`src/rtl/dispatcher_pkg.sv`:
```
// Shared types and sizing helpers for the multi-outstanding dispatcher.
// Default configuration constants are the top-level parameter defaults.
// Ports: none (package only).
package dispatcher_pkg;

  localparam int DEF_NUMBER_OF_QUEUES = 4;
  localparam int DEF_MAX_OUTSTANDING  = 4;
  localparam int DEF_LEVEL_SIZE       = 5;
  localparam int DEF_REGISTER_SIZE    = 32;

  // Width of a counter that must represent 0..n inclusive.
  function automatic int count_width(input int n);
    return $clog2(n + 1);
  endfunction

  localparam int ID_W     = $clog2(DEF_NUMBER_OF_QUEUES);
  localparam int OUT_DEF_W = $clog2(DEF_MAX_OUTSTANDING + 1);

  typedef logic [ID_W-1:0]      queue_id_t;
  typedef logic [OUT_DEF_W-1:0] outstanding_t;

endpackage

```
`src/rtl/id_fifo.sv`:
```
// id_fifo: in-order circular buffer of granted queue ids.
// Latency: push visible at head one cycle later; head is combinational.
// Backpressure: push while full is accepted only together with a pop.
// Ports: clock, reset (async, high), push/push_data, pop, head, empty, count.
module id_fifo
  import dispatcher_pkg::*;
#(
  parameter int DEPTH = 4,
  parameter int WIDTH = 2,
  localparam int CNT_W = count_width(DEPTH),
  localparam int PTR_W = (DEPTH > 1) ? $clog2(DEPTH) : 1
) (
  input  logic             clock,
  input  logic             reset,
  input  logic             push,
  input  logic [WIDTH-1:0] push_data,
  input  logic             pop,
  output logic [WIDTH-1:0] head,
  output logic             empty,
  output logic [CNT_W-1:0] count
);

  localparam logic [PTR_W-1:0] LAST = PTR_W'(DEPTH - 1);

  logic [WIDTH-1:0] mem [DEPTH];
  logic [PTR_W-1:0] wr_ptr;
  logic [PTR_W-1:0] rd_ptr;
  logic             full;
  logic             do_push;
  logic             do_pop;

  function automatic logic [PTR_W-1:0] bump(input logic [PTR_W-1:0] p);
    return (p == LAST) ? '0 : p + PTR_W'(1);
  endfunction

  assign empty   = (count == '0);
  assign full    = (count == CNT_W'(DEPTH));
  assign do_pop  = pop & ~empty;
  // A full buffer can still take a push when the head leaves in the same cycle.
  assign do_push = push & (~full | do_pop);
  assign head    = mem[rd_ptr];

  always_ff @(posedge clock) begin
    if (do_push) mem[wr_ptr] <= push_data;
  end

  always_ff @(posedge clock or posedge reset) begin
    if (reset) begin
      wr_ptr <= '0;
      rd_ptr <= '0;
      count  <= '0;
    end else begin
      if (do_push) wr_ptr <= bump(wr_ptr);
      if (do_pop)  rd_ptr <= bump(rd_ptr);
      if (do_push && !do_pop)      count <= count + CNT_W'(1);
      else if (do_pop && !do_push) count <= count - CNT_W'(1);
    end
  end

endmodule

```
`src/rtl/multi_outstanding_dispatcher.sv`:
```
// multi_outstanding_dispatcher: grants policy decisions to queues with up to
// MAX_OUTSTANDING transactions in flight; routes each consumed rising edge to
// the owner of the oldest in-flight transaction.
// Latency: grant 1 cycle (enable/id registered); update and hasBeenConsumed combinational.
// Backpressure: no grant while outstanding is at MAX_OUTSTANDING unless a retire frees a slot
// in the same cycle, or while the chosen queue has no un-granted occupancy.
// Ports: clock, reset (async, high); sel_valid/sel_id, levels, consumed, counter_reset in;
// enable, id, hasBeenConsumed, update, force_reset, outstanding, inflight_full,
// spurious_consume, stats out.
// Optional: DISPATCHER_STATS_EN enables per-queue saturating grant counters on stats.
module multi_outstanding_dispatcher
  import dispatcher_pkg::*;
#(
  parameter int NUMBER_OF_QUEUES = DEF_NUMBER_OF_QUEUES,
  parameter int MAX_OUTSTANDING  = DEF_MAX_OUTSTANDING,
  parameter int LEVEL_SIZE       = DEF_LEVEL_SIZE,
  parameter int REGISTER_SIZE    = DEF_REGISTER_SIZE,
  localparam int QID_W = $clog2(NUMBER_OF_QUEUES),
  localparam int OUT_W = count_width(MAX_OUTSTANDING)
) (
  input  logic                                         clock,
  input  logic                                         reset,
  input  logic                                         sel_valid,
  input  logic [QID_W-1:0]                             sel_id,
  input  logic [NUMBER_OF_QUEUES-1:0][LEVEL_SIZE-1:0]  levels,
  input  logic                                         consumed,
  input  logic [REGISTER_SIZE-1:0]                     counter_reset,
  output logic                                         enable,
  output logic [QID_W-1:0]                             id,
  output logic [NUMBER_OF_QUEUES-1:0]                  hasBeenConsumed,
  output logic                                         update,
  output logic                                         force_reset,
  output logic [OUT_W-1:0]                             outstanding,
  output logic                                         inflight_full,
  output logic                                         spurious_consume,
  output logic [NUMBER_OF_QUEUES-1:0][REGISTER_SIZE-1:0] stats
);

  localparam int CMP_W = (LEVEL_SIZE > OUT_W) ? LEVEL_SIZE : OUT_W;
  localparam logic [OUT_W-1:0] MAX_OUT = OUT_W'(MAX_OUTSTANDING);

  logic                                   consumed_ff;
  logic [REGISTER_SIZE-1:0]               counter_reset_ff;
  logic [NUMBER_OF_QUEUES-1:0][OUT_W-1:0] inflight;
  logic                                   fifo_empty;
  logic [QID_W-1:0]                       head;
  logic                                   retire;
  logic                                   retire_vld;
  logic                                   grant;
  logic                                   sel_in_range;
  logic [OUT_W-1:0]                       out_eff;
  logic [CMP_W-1:0]                       sel_level;
  logic [CMP_W-1:0]                       sel_inflight;

  assign retire     = consumed & ~consumed_ff;
  assign retire_vld = retire & ~fifo_empty;
  // A retire in this cycle frees its slot for a grant in the same cycle.
  assign out_eff    = outstanding - OUT_W'(retire_vld);
  assign sel_in_range = ({1'b0, sel_id} < (QID_W+1)'(NUMBER_OF_QUEUES));

  always_comb begin
    sel_level    = '0;
    sel_inflight = '0;
    if (sel_in_range) begin
      sel_level    = CMP_W'(levels[sel_id]);
      sel_inflight = CMP_W'(inflight[sel_id]);
    end
    // Only occupancy not already granted may be granted again.
    grant = ~reset & sel_valid & sel_in_range & (out_eff < MAX_OUT) & (sel_level > sel_inflight);
  end

  assign update        = grant;
  assign force_reset   = ~reset & (counter_reset != counter_reset_ff);
  assign inflight_full = (outstanding == MAX_OUT);

  always_comb begin
    hasBeenConsumed = '0;
    if (retire_vld) hasBeenConsumed[head] = 1'b1;
  end

  // The FIFO occupancy is the in-flight count.
  id_fifo #(
    .DEPTH (MAX_OUTSTANDING),
    .WIDTH (QID_W)
  ) u_id_fifo (
    .clock     (clock),
    .reset     (reset),
    .push      (grant),
    .push_data (sel_id),
    .pop       (retire_vld),
    .head      (head),
    .empty     (fifo_empty),
    .count     (outstanding)
  );

  always_ff @(posedge clock or posedge reset) begin
    if (reset) begin
      enable           <= 1'b0;
      id               <= '0;
      consumed_ff      <= 1'b1;
      counter_reset_ff <= '0;
      spurious_consume <= 1'b0;
    end else begin
      enable           <= grant;
      if (grant) id    <= sel_id;
      consumed_ff      <= consumed;
      counter_reset_ff <= counter_reset;
      if (retire && fifo_empty) spurious_consume <= 1'b1;
    end
  end

  // Grant and retire on the same queue cancel out.
  always_ff @(posedge clock or posedge reset) begin
    if (reset) begin
      inflight <= '0;
    end else begin
      for (int q = 0; q < NUMBER_OF_QUEUES; q++) begin
        if ((grant && sel_id == QID_W'(q)) && !(retire_vld && head == QID_W'(q)))
          inflight[q] <= inflight[q] + OUT_W'(1);
        else if (!(grant && sel_id == QID_W'(q)) && (retire_vld && head == QID_W'(q)))
          inflight[q] <= inflight[q] - OUT_W'(1);
      end
    end
  end

`ifdef DISPATCHER_STATS_EN
  always_ff @(posedge clock or posedge reset) begin
    if (reset) begin
      stats <= '0;
    end else begin
      for (int q = 0; q < NUMBER_OF_QUEUES; q++) begin
        if (force_reset)
          // A grant coinciding with the epoch change is the first of the new epoch.
          stats[q] <= (grant && sel_id == QID_W'(q)) ? REGISTER_SIZE'(1) : '0;
        else if (grant && sel_id == QID_W'(q) && stats[q] != {REGISTER_SIZE{1'b1}})
          stats[q] <= stats[q] + REGISTER_SIZE'(1);
      end
    end
  end
`else
  assign stats = '0;
`endif

endmodule

```
`config.mk`:
```
export PLATFORM = sky130hd
export DESIGN_NAME = multi_outstanding_dispatcher
export DESIGN_NICKNAME = d
export VERILOG_FILES = /design/src/rtl/dispatcher_pkg.sv /design/src/rtl/id_fifo.sv /design/src/rtl/multi_outstanding_dispatcher.sv
export SDC_FILE = /design/constraint.sdc
export NUM_CORES = 1
export LEC_CHECK = 0
export ABC_CLOCK_PERIOD_IN_PS = 6400
export CORE_AREA = 2 2 99 101
export CTS_CLUSTER_SIZE = 8
export DETAILED_ROUTE_END_ITERATION = 8
export DIE_AREA = 0 0 101 103
export PLACE_DENSITY = 0.86
export SYNTH_ARGS = -nofsm -noshare
export SYNTH_HDL_FRONTEND = slang
export SYNTH_HIERARCHICAL = 1
export SYNTH_SLANG_ARGS = --single-unit
```
`constraint.sdc`:
```
create_clock -name clock -period 6.4 [get_ports clock]
set_input_delay 1.6 -clock clock [delete_from_list [all_inputs] [get_ports clock]]
set_output_delay 1.6 -clock clock [all_outputs]
set_load 0.05 [all_outputs]
```
==> results.toml <==
[die]
rows = 36
io_pins = 200
initial_utilization_pct = 42.74
core_mm2 = 0.009459
die_x_um = 101
dieHeight_um = 103
dieArea_mm2 = 0.01040

[critical_path]
worstPathRequired_ns = 4.80
reg2reg_slack_ns = 3.09
critPathArrivalTime_ns = 4.27
path_class = "in2out"
crit_fanout = 7
reg2reg_depth = 14
startpoint_type = "primary input"
end_kind = "output pin"
timing.rr.start = "inflight[3]"
reg2reg_to = "u_id_fifo/count[2]"

[synth]
synth_seq_area_share_pct = 40.64
synth_flop_cell = "dfrtp_1"
syn_inst = 353
synth.avg_cell_area_um2 = 11.45
ys_ff_latch = 64
synth_cell_types = 37
synth_warnings = 6
synth-edff-count = 8
netlist_area_mm2 = 0.004043
async_flop_share_pct = 87.50

[clocking]
root_buffer = "clkbuf_8"
cts_tree = "done"
clock-sinks = 64
cts_setup_buffers = 0
htree_levels = 3
cts_resized = 0
clock_path_buffers = 2
clk-insertion-delay-late_ns = 0.34
numCtsBuffers = 9
path_clk_slew_ns = 0.07
cts_hold_buf = 0

[pwr]
power_density_mw_per_mm2 = 365.2
ir_drop_uv = 309.0
p_leak_nw = 2.106

[hold_path]
hp-class = "reg2reg"
hp-start = "inflight[8]"
hold_end = "inflight[8]"
holdPathStages = 1

[final_layout]
finish.net_count = 510
drive_gt1_share_pct = 11.85
layout_common_cells = "128 x conb_1, 70 x clkdlybuf4s50_1, 55 x dfrtp_1, 39 x xnor2_1, 20 x inv_1"
syn2layout_area_growth_pct = 14.92
diodes = 0
final_common_cell = "conb_1"
fill_cells = 850
instances_no_fill = 553

[detailed_routing]
drtAntennaViolNets = 0
dr.pass1.iters = 4
first_iter_violations = 131
vias = 2258
wl_um = 6759
via_per_inst = 4.083
drc = 0
wl_per_cell_um = 12.22

[global_routing]
overflow = 0
grt_pass1_vias = 2148
grt_usage_pct = 13.64
antenna_found_initial = 0
grt_max_degree = 50
grt_pass1_wl_um = 10710

[timing]
slew_headroom_pct = 58.91
finClkSkew_ns = 0.008189
worstMarginPinSlew_ns = 0.6164
hold_viol = 0
tns_ns = 0
period_needed_ns = 5.870
final_max_slew_viol_count = 0
setup_viol = 0
fmax_mhz = 170.3
grt_setup_unrepaired = "false"
fin_crit_sh_pct = 91.72

[job]
drv_cap = 0

[placement]
dpl.hpwl_um = 5466
post-place-cells = 537
gp_congestion = 0.7599
io_buffers = 71

[outcome]
outcome = "finished, final reports clean"
-- cells in the mapped netlist (7+ instances only) --
library cell | number | area (µm²)
buf_4 | 129 | 968.4
nor2_1 | 10 | 37.54
inv_1 | 21 | 78.83
mux4_2 | 8 | 180.2
mux2_2 | 7 | 78.83
nor3_1 | 7 | 35.03
edfxtp_1 | 8 | 240.2
xor2_1 | 9 | 78.83
nand4_1 | 8 | 50.05
ha_1 | 13 | 162.7
xnor2_1 | 39 | 341.6
dfrtp_1 | 55 | 1376
-- cells by family (layout without fill, tap and decap cells) --
| logic type | count (synthesis) | after routing | synth area share [%] |
|---|---|---|---|
| multiplexers | 19 | 19 | 7.892 |
| adder cells (fa/ha/maj) | 18 | 18 | 6.500 |
| AND/OR/NAND/NOR | 41 | 41 | 5.912 |
| XOR/XNOR | 48 | 48 | 10.40 |
| AO/OA/AOI/OAI | 9 | 9 | 2.352 |
| other | 1 | 128 | 0.09276 |
| buffers and inverters | 153 | 112 | 26.21 |
| flip-flops | 64 | 64 | 40.64 |
-- flip-flops by register name, indices dropped and copies added, names as in the netlist, 2 cells and up --
register          flops
counter_reset_ff     32
inflight             12
u_id_fifo/mem         8
u_id_fifo/count       3
id                    2
u_id_fifo/rd_ptr      2
u_id_fifo/wr_ptr      2
-- cell type report --
| class | count | area [µm²] | area share (%) |
|---|---|---|---|
| Timing Repair Buffer | 73 | 735.7 | 15.84 |
| Clock inverter | 5 | 80.08 | 1.724 |
| Multi-Input combinational cell | 263 | 1817 | 39.11 |
| Tap cell | 114 | 142.6 | 3.070 |
| Inverter | 23 | 86.33 | 1.858 |
| Sequential cell | 64 | 1643 | 35.36 |
| Clock buffer | 11 | 141.4 | 3.043 |
-- report_power, final --
| part | switching, W | total, W | internal, W | leakage, nW |
|---|---|---|---|---|
| Clock | 0.000158 | 0.000388 | 0.000229 | 0.106 |
| Sequential | 0.0000997 | 0.000600 | 0.000500 | 0.728 |
| Combinational | 0.000436 | 0.000709 | 0.000274 | 1.27 |
| Total | 0.000693 | 0.00170 | 0.00100 | 2.11 |
-- worst max-delay path, stage by stage --
cell	delay (ns)
clkdlybuf4s50_1	0.74
mux4_2	0.56
ha_1	0.33
nor2b_1	0.14
o21ai_0	0.14
a32oi_1	0.12
o2111ai_4	0.34
inv_2	0.12
buf_12	0.17
-- metrics by stage --
stage               power, W  setup WS, ns  cell area [µm²]  utilization, %  hold slack [ns]
floorplan           0.001195         1.237             4519               -           0.4365
global placement    0.001284        0.5956             4424           46.77           0.4597
detailed placement  0.001323        0.5016             4424           46.77           0.4661
CTS                 0.001715        0.4974             4646           49.11           0.4747
global route        0.001801        0.3203             4646           49.11           0.4889
finish              0.001697        0.5297             4646           49.11           0.4726
-- how the worst max path moves through the flow --
stage | to | startpoint | cells after the start
global placement | update | sel_id[0] | 9
finish | update | sel_id[0] | 9
CTS | update | sel_id[0] | 9
detailed placement | update | sel_id[0] | 9
floorplan | update | sel_id[0] | 8
global route | update | sel_id[0] | 9
-- metal layers --
metal | global-route usage (%) | vias to the layer above | wire length (µm)
met2 | 23.08 | 118 | 3475
li1 | - | 1049 | -
met3 | 4.203 | 9 | 519
met5 | 0 | - | 0
met4 | 5.094 | 0 | 99
met1 | 16.50 | 1082 | 2665
Power figures use the tool's default switching activity.
